[src/rtl/isqrt_pkg.sv]
// Shared types and IEEE-754 double constants for the isqrt round-robin scheduler.
// classify() supports the ISQRT_SPECIAL_EN special-operand bypass.
package isqrt_pkg;

   localparam int unsigned DOUBLE_W = 64;
   localparam int unsigned SIGN_W   = 1;
   localparam int unsigned EXP_W    = 11;
   localparam int unsigned MANT_W   = 52;

   localparam logic [DOUBLE_W-1:0] DOUBLE_POS_INF = 64'h7FF0_0000_0000_0000;
   localparam logic [DOUBLE_W-1:0] DOUBLE_QNAN    = 64'h7FF8_0000_0000_0000;
   localparam logic [DOUBLE_W-1:0] DOUBLE_ZERO    = 64'h0000_0000_0000_0000;

   typedef enum logic [1:0] {
      IDLE  = 2'd0,
      ISSUE = 2'd1,
      WAIT  = 2'd2,
      RESP  = 2'd3
   } state_t;

   typedef struct packed {
      logic [SIGN_W-1:0] sign;
      logic [EXP_W-1:0]  expo;
      logic [MANT_W-1:0] mant;
   } double_t;

   typedef struct packed {
      logic                hit;
      logic [DOUBLE_W-1:0] value;
   } special_t;

   // Operands whose 1/sqrt is fixed by IEEE rules rather than computed.
   function automatic special_t classify(input double_t x);
      special_t r;
      logic     exp_max;
      logic     mant_zero;
      r.hit     = 1'b1;
      r.value   = DOUBLE_QNAN;
      exp_max   = &x.expo;
      mant_zero = ~|x.mant;
      if (x.expo == '0 && mant_zero) begin
         r.value = DOUBLE_POS_INF;
      end else if (exp_max && !mant_zero) begin
         r.value = DOUBLE_QNAN;
      end else if (x.sign[0]) begin
         r.value = DOUBLE_QNAN;
      end else if (exp_max) begin
         r.value = DOUBLE_ZERO;
      end else begin
         r.hit = 1'b0;
      end
      return r;
   endfunction

endpackage

[src/rtl/rr_arbiter.sv]
// Rotating-priority arbiter: first asserted request at or after ptr, wrapping.
module rr_arbiter #(
   parameter int unsigned NUM_REQ = 4,
   parameter int unsigned IDX_W   = 2
) (
   input  logic [NUM_REQ-1:0] req,
   input  logic [IDX_W-1:0]   ptr,
   output logic [NUM_REQ-1:0] grant,
   output logic [IDX_W-1:0]   idx,
   output logic               any
);

   logic [IDX_W-1:0] pos;

   always_comb begin
      grant = '0;
      idx   = '0;
      any   = 1'b0;
      pos   = '0;
      for (int k = 0; k < NUM_REQ; k++) begin
         pos = IDX_W'((32'(ptr) + 32'(k)) % NUM_REQ);
         if (!any && req[pos]) begin
            any        = 1'b1;
            grant[pos] = 1'b1;
            idx        = pos;
         end
      end
   end

endmodule

[src/rtl/isqrt_rr_scheduler.sv]
// Round-robin scheduler sharing one inverse-square-root datapath among NUM_REQ clients.
// Define ISQRT_SPECIAL_EN to answer zero/inf/NaN/negative operands without the datapath.
module isqrt_rr_scheduler
   import isqrt_pkg::*;
#(
   parameter int unsigned NUM_REQ    = 4,
   parameter int unsigned DATA_W     = 64,
   parameter int unsigned DP_LATENCY = 1
) (
   input  logic                      clk,
   input  logic                      rst,
   input  logic [NUM_REQ-1:0]        req_valid,
   output logic [NUM_REQ-1:0]        req_ready,
   input  logic [NUM_REQ*DATA_W-1:0] req_x,
   output logic                      dp_start,
   output logic [DATA_W-1:0]         dp_x_bits,
   input  logic [DATA_W-1:0]         dp_y_bits,
   output logic [NUM_REQ-1:0]        rsp_valid,
   input  logic [NUM_REQ-1:0]        rsp_ready,
   output logic [DATA_W-1:0]         rsp_y,
   output logic                      busy
);

   localparam int unsigned IDX_W = (NUM_REQ > 1) ? $clog2(NUM_REQ) : 1;
   localparam int unsigned CNT_W = (DP_LATENCY > 0) ? $clog2(DP_LATENCY + 1) : 1;

   state_t              state, state_nxt;
   logic [IDX_W-1:0]    ptr, ptr_nxt;
   logic [IDX_W-1:0]    tag, tag_nxt;
   logic [CNT_W-1:0]    cnt, cnt_nxt;
   logic [DATA_W-1:0]   x_nxt, y_nxt;
   logic [NUM_REQ-1:0]  rsp_valid_nxt;
   logic                dp_start_nxt, busy_nxt;
   logic [NUM_REQ-1:0]  grant;
   logic [IDX_W-1:0]    grant_idx;
   logic                grant_any;
   logic [DATA_W-1:0]   req_x_arr [NUM_REQ];

   always_comb begin
      for (int i = 0; i < NUM_REQ; i++) begin
         req_x_arr[i] = req_x[i*DATA_W +: DATA_W];
      end
   end

   rr_arbiter #(
      .NUM_REQ (NUM_REQ),
      .IDX_W   (IDX_W)
   ) u_arb (
      .req   (req_valid),
      .ptr   (ptr),
      .grant (grant),
      .idx   (grant_idx),
      .any   (grant_any)
   );

`ifdef ISQRT_SPECIAL_EN
   special_t special;
   always_comb special = classify(double_t'(64'(req_x_arr[grant_idx])));
`endif

   // Next-state, datapath sequencing and next values of the registered outputs.
   always_comb begin
      state_nxt = state;
      ptr_nxt   = ptr;
      tag_nxt   = tag;
      cnt_nxt   = cnt;
      x_nxt     = dp_x_bits;
      y_nxt     = rsp_y;
      req_ready = '0;
      case (state)
         IDLE: begin
            if (grant_any) begin
               req_ready = grant;
               tag_nxt   = grant_idx;
               ptr_nxt   = (grant_idx == IDX_W'(NUM_REQ - 1)) ? '0 : grant_idx + IDX_W'(1);
               x_nxt     = req_x_arr[grant_idx];
`ifdef ISQRT_SPECIAL_EN
               if (special.hit) begin
                  y_nxt     = DATA_W'(special.value);
                  state_nxt = RESP;
               end else begin
                  state_nxt = ISSUE;
               end
`else
               state_nxt = ISSUE;
`endif
            end
         end
         ISSUE: begin
            cnt_nxt = CNT_W'(DP_LATENCY);
            if (DP_LATENCY == 0) begin
               y_nxt     = dp_y_bits;
               state_nxt = RESP;
            end else begin
               state_nxt = WAIT;
            end
         end
         WAIT: begin
            if (cnt <= CNT_W'(1)) begin
               y_nxt     = dp_y_bits;
               state_nxt = RESP;
            end else begin
               cnt_nxt = cnt - CNT_W'(1);
            end
         end
         RESP: begin
            if (rsp_ready[tag]) state_nxt = IDLE;
         end
         default: state_nxt = IDLE;
      endcase
      rsp_valid_nxt = (state_nxt == RESP) ? (NUM_REQ'(1) << tag_nxt) : '0;
      dp_start_nxt  = (state_nxt == ISSUE);
      busy_nxt      = (state_nxt != IDLE);
   end

   always_ff @(posedge clk or posedge rst) begin
      if (rst) begin
         state     <= IDLE;
         ptr       <= '0;
         tag       <= '0;
         cnt       <= '0;
         dp_x_bits <= '0;
         rsp_y     <= '0;
         rsp_valid <= '0;
         dp_start  <= 1'b0;
         busy      <= 1'b0;
      end else begin
         state     <= state_nxt;
         ptr       <= ptr_nxt;
         tag       <= tag_nxt;
         cnt       <= cnt_nxt;
         dp_x_bits <= x_nxt;
         rsp_y     <= y_nxt;
         rsp_valid <= rsp_valid_nxt;
         dp_start  <= dp_start_nxt;
         busy      <= busy_nxt;
      end
   end

endmodule

[config.mk]
export PLATFORM = sky130hd
export DESIGN_NAME = isqrt_rr_scheduler
export DESIGN_NICKNAME = d
export VERILOG_FILES = /design/src/rtl/isqrt_pkg.sv /design/src/rtl/rr_arbiter.sv /design/src/rtl/isqrt_rr_scheduler.sv
export SDC_FILE = /design/constraint.sdc
export NUM_CORES = 1
export LEC_CHECK = 0
export ABC_CLOCK_PERIOD_IN_PS = 4000
export BUFFER_PORTS_ARGS = -buffer_cell sky130_fd_sc_hd__buf_2
export CAP_MARGIN = 10
export CORE_AREA = 2 2 183 185
export CTS_CLUSTER_DIAMETER = 120
export CTS_CLUSTER_SIZE = 16
export DETAILED_ROUTE_END_ITERATION = 6
export DIE_AREA = 0 0 185 187
export PLACE_DENSITY = 0.7
export SLEW_MARGIN = 30
export SYNTH_ARGS = -nofsm -noshare
export SYNTH_HDL_FRONTEND = slang
export SYNTH_SLANG_ARGS = --single-unit
export TNS_END_PERCENT = 5
[constraint.sdc]
create_clock -name clk -period 4 [get_ports clk]
set_clock_uncertainty 0.2 [all_clocks]
set_input_delay 0 -clock clk [delete_from_list [all_inputs] [get_ports clk]]
set_output_delay 0 -clock clk [all_outputs]
set_load 0.01 [all_outputs]
==> reports/results.md, run 1 <==
* stopped before the end — result of the run
* clock tree synthesis (4_1_cts) — last stage the flow got to
* [ERROR RSZ-0060] Max buffer count reached. — tool error
* dfrtp_1 — cell type with the largest total area after synthesis
* 2 — maximum buffer depth of the clock tree
* 185 µm — die outline width
* clkbuf_16 — CTS root buffer
* 36.08% — part of the Yosys area used for sequential elements
* 187 µm — chip height
* 1,364 — post-synth net total
* dfrtp_1 (36%), mux2_2 (8.4%), mux2i_1 (7.7%) — synth top area cells
* 468 — total I/O pin count
* 0 — buffers inserted by post-CTS timing repair
* 9.454 µm² — average cell area after synthesis
* 377 — hold_buf cts
* 17 — number of buffers created by CTS
* 140 — post-synthesis register bit count
* 28.60 mm — placed wire-length estimate
* 0 — count of warnings emitted by yosys
* 9709 µm² — post-synth design cell area
* 29.55% — starting density of the core
* 44 — Unique masters post-synth
* 1,027 — gate count of the mapped netlist
* 36.08% — area share of the largest cell type after synthesis
* 140 — number of clock sinks
* 0 — cells resized by post-CTS repair
* 0.8704 — RePlAce Congestion
* 4 — deepest level of the CTS H-tree
* 467 — number of buffer cells added on primary ports
* 67 — Rows
[metrics by stage]
stage          utilization [%]  area, µm²  worst slack [ns]  cells  hold slack, ns
3_5_place_dp             37.44      12300            0.3798   1849        0.003853
3_3_place_gp             37.43      12300            0.3875   1849        -0.02053
2_1_floorplan                -       9709           0.04713   1027        -0.04830
[synthesized netlist by cell type, drive strengths merged]
cell type / count
a211o: 59
a211oi: 1
a21o: 1
a21oi: 5
a221o: 4
a31oi: 2
and2: 2
buf: 62
clkbuf: 55
dfrtp: 140
ha: 7
inv: 5
mux2: 72
mux2i: 75
mux4: 5
nand2: 77
nand2b: 1
nand3: 2
nand3b: 59
nor2: 7
nor2b: 2
nor3: 119
nor4: 1
o211ai: 59
o21ai: 73
o21ba: 1
o21bai: 2
o221ai: 4
o22ai: 61
o2bb2ai: 1
o311ai: 59
or2: 1
or3: 2
xor2: 1
[logic make-up after synthesis]
family	synth area share [%]
AO/OA/AOI/OAI	24.60
XOR/XNOR	0.09022
adder cells (fa/ha/maj)	0.9020
buffers and inverters	6.108
flip-flops	36.08
multiplexers	17.24
AND/OR/NAND/NOR	14.97
==> run 2: changes to the inputs <==
--- a/config.mk
+++ b/config.mk
@@ -5,15 +5,13 @@
 export SDC_FILE = /design/constraint.sdc
 export NUM_CORES = 1
 export LEC_CHECK = 0
-export ABC_CLOCK_PERIOD_IN_PS = 4000
+export ABC_CLOCK_PERIOD_IN_PS = 5200
 export BUFFER_PORTS_ARGS = -buffer_cell sky130_fd_sc_hd__buf_2
 export CAP_MARGIN = 10
-export CORE_AREA = 2 2 183 185
-export CTS_CLUSTER_DIAMETER = 120
-export CTS_CLUSTER_SIZE = 16
+export CORE_AREA = 2 2 184 186
 export DETAILED_ROUTE_END_ITERATION = 6
-export DIE_AREA = 0 0 185 187
-export PLACE_DENSITY = 0.7
+export DIE_AREA = 0 0 186 188
+export PLACE_DENSITY_LB_ADDON = 0.15
 export SLEW_MARGIN = 30
 export SYNTH_ARGS = -nofsm -noshare
 export SYNTH_HDL_FRONTEND = slang
==> constraint.sdc (replaced) <==
create_clock -name clk -period 5.2 [get_ports clk]
set_clock_uncertainty 0.2 [all_clocks]
set_input_delay 0 -clock clk [delete_from_list [all_inputs] [get_ports clk]]
set_output_delay 0 -clock clk [all_outputs]
set_load 0.01 [all_outputs]
==> run 2 against run 1 <==
The run now ends clean; synthesized cell count unchanged; area after synthesis unchanged.
==> reports/results.md, run 2 <==
* 5.280 — via count normalized by instance count
* 0 — number of maximum-capacitance violations
* 0 — Final Max Slew Viols
* 24.60% — compound-gate portion of the synthesized area
* 49.64% — end-of-flow core utilization
* 0.007230 µW — static leakage power
* 36.08% — area share of the largest cell type after synthesis
* 11,720 — via count of the first global-routing pass
* 0 — count of warnings emitted by yosys
* 5 — Initial DRT Pass Iterations
* 36.08% — part of the Yosys area used for sequential elements
* 100.0% — post-synthesis async set-or-reset flop share
* buf_2 (467), dlygate4sd3_1 (350), dfrtp_1 (139) — leading cell types in the layout, fill and taps excluded
* 4 — deepest level of the CTS H-tree
* 28.20 mm — placed wire-length estimate
* 0.9021% — synthesized-area fraction occupied by adder cells
* 19.75 µm — routed len/inst
* 0.1805 ns — Setup WS post-layout
* 0 ns — final sum of negative setup slack
* 31.70% — Rel. slew slack
* dfrtp_1 — cell type with the largest total area after synthesis
* 188 µm — chip height
* 0.08 ns — clock-pin transition on the worst setup and hold timing paths
* 1.024 ns — Slew @ Worst Pin
* done — clock tree from TritonCTS
* 0 — EDFF count, synth
* 0 — Hold Vio Cnt, Final
* 44.13 mm — Final Routed Wirelength
* 0.8084 — RePlAce Congestion
* 11,800 — overall via count from detail_route
* 0 — setup-violating endpoint count in the final report
* 2 — maximum buffer depth of the clock tree
* 34.46% — share of post-route cells with drive strength above 1
* dfrtp_1 (36%), mux2_2 (8.4%), mux2i_1 (7.7%) — synth top area cells
* 0 — buffers inserted by post-CTS timing repair
* 1.011 ns — post-place setup slack
* dp_x_bits (64), rsp_y (64), rsp_valid (4) — Regs by FF count
* 140 — post-synthesis register bit count
* 1,027 — gate count of the mapped netlist
* dfrtp_1 — library cell with the highest instance count after synthesis
* completed — result of the run
* 17 — number of buffers created by CTS
* 29.32% — starting density of the core
* 17.24% — portion of netlist area occupied by mux cells
* false — unrepaired setup endpoints after global routing
* compound AO/OA/AOI/OAI gates — dominant combinational cell family by area after synthesis
* 140 — number of clock sinks
* 0.3774 mV — peak ir drop on the vdd network
* dfrtp_1 (140), nor3_1 (118), nand2_1 (76) — Commonest cells post-synth
* 33,110 µm² — floorplan core area
* 3,099 — filler instances
* 34,970 µm² — die area
* 0.44 ns — Worst-Skew Late Latency
* 9.454 µm² — average cell area after synthesis
* 9709 µm² — post-synth design cell area
* dfrtp_4 — critical-path cell with the highest stage delay
* 69.29% — layout-stage area growth over the synthesis result
* 65.56 mm — global-route wire length before repair
* 468 — total I/O pin count
* 11 — worst r2r path cells
* 67 — Rows
* 5.019 ns — minimum clock period after layout
* register — Critical Path Sink Type
* 467 — number of buffer cells added on primary ports
* 186 µm — die outline width
* 14.97% — simple logic cell fraction of the synthesized area
* buf_2 — commonest non-fill, non-tap cell in the layout
* dlygate4sd3_1 — CP most frequent cell
* input pin to async pin — path category of the worst min-delay check
* register — startpoint type of the worst setup path
* 0.80 ns — worst stage delay on the critical path
* clkbuf_16 — CTS root buffer
* 47 — maximum fanout encountered on the critical timing path
* 199.2 MHz — Max Clk Rate
* 610.6 nW/µm² — power density relative to cell area
* 571 — iteration-0 DRC count of the detailed router
* 24.06% — global-route usage over all layers
* 5.19 ns — data arrival time of the worst path
* 0 — # DRC
* 103 — maximum number of pins on one net before global-route repair
* dfrtp_1 — Post-synth top flop
* register to register — path type of the worst setup path
* inv_2 -> ha_1 -> mux4_2 -> o21ba_4 -> or3_4 -> o22ai_1 -> dlygate4sd3_1 -> a211o_1 -> dlygate4sd3_1 -> o211ai_1 -> dlygate4sd3_1 — ordered list of cells on the worst path
* 0 — antenna viol nets, final
* 96.53% — Period Utilization, post-route
* 5.37 ns — WP data required
* 1,364 — post-synth net total
* 0 — total grt overflow
* 0.09021% — xor/xnor share of the synthesized area
* 11 — antenna violations before repair
* 44 — Unique masters post-synth
* 2,103 — NumNets Final
-- run 2: cell counts after synthesis --
Identical to the previous run, type by type.
-- run 2: logic make-up (layout without fill, tap and decap cells) --
group           Yosys count  count (layout)
compound gates          332             333
simple gates            273             274
mux                     152             152
flops                   140             140
buf+inv                 122             872
fa+ha+maj                 7               7
xor+xnor                  1               1
other cells               0               7
-- run 2: layer usage --
layer	share of wire, %	global-route usage (%)	up-vias	routed length, µm
met5	0.077	0	-	34
met4	3.3	9.994	6	1452
met3	6.8	4.312	85	2980
met2	51	42.95	485	22290
met1	39	28.05	5708	17370
li1	-	-	5512	-
-- run 2: where the power goes --
group / leakage (µW) / switching, µW / internal, µW
registers: 0.00168 / 383 / 1650
clock network: 0.000287 / 584 / 685
logic: 0.00527 / 3540 / 3190
-- run 2: layout make-up --
| class | count | area [µm²] | area share [%] |
|---|---|---|---|
| antenna | 7 | 17.52 | 0.1066 |
| clock buffer | 17 | 425.4 | 2.588 |
| clock inverter | 15 | 166.4 | 1.012 |
| inverter | 5 | 23.77 | 0.1446 |
| multi-input combinational | 767 | 5683 | 34.57 |
| sequential | 140 | 3507 | 21.34 |
| tap | 448 | 560.5 | 3.410 |
| timing repair buffer | 835 | 6053 | 36.83 |
-- run 2: timing repair --
item,CTS,global route
endpoints found under the hold margin,207,0
hold buffers,350,0
setup endpoints to repair,0,48
resized for setup,0,3
-- run 2: final timing paths --
| check | end | from | slack (ns) |
|---|---|---|---|
| worst min-delay path | rsp_y[21] | rst | 0.03 |
| worst max register to register | dp_x_bits[6] | ptr[0] | 0.18 |
| worst min register to register | rsp_y[8] | rsp_y[8] | 0.30 |
| min in group clk | state[1] | rsp_ready[2] | 0.04 |
| max in group asynchronous | rsp_y[60] | rst | 3.33 |
| worst max-delay path | dp_x_bits[6] | ptr[0] | 0.18 |
-- run 2: stage by stage --
stage | cells | power, µW | cell area [µm²] | hold slack [ns]
finish | 2234 | 10040 | 16440 | 0.03417
detailed placement | 1843 | 7445 | 12290 | -0.006753
global placement | 1842 | 7394 | 12260 | -0.001924
CTS | 2225 | 9941 | 16380 | 0.02507
floorplan | 1027 | 5682 | 9709 | -0.04830
global route | 2233 | 10760 | 16430 | 0.06818
-- run 2: worst max-delay path, delay by kind of cell (launching register included) --
family | cells | cell delay, ns
buffers and inverters | 4 | 1.78
adders and majority gates | 1 | 0.44
muxes | 1 | 0.47
and+or+nand+nor | 1 | 0.41
DFF | 1 | 0.80
AOI/OAI and AO/OA | 4 | 0.81
No activity file was read; power rests on OpenSTA's default activity.
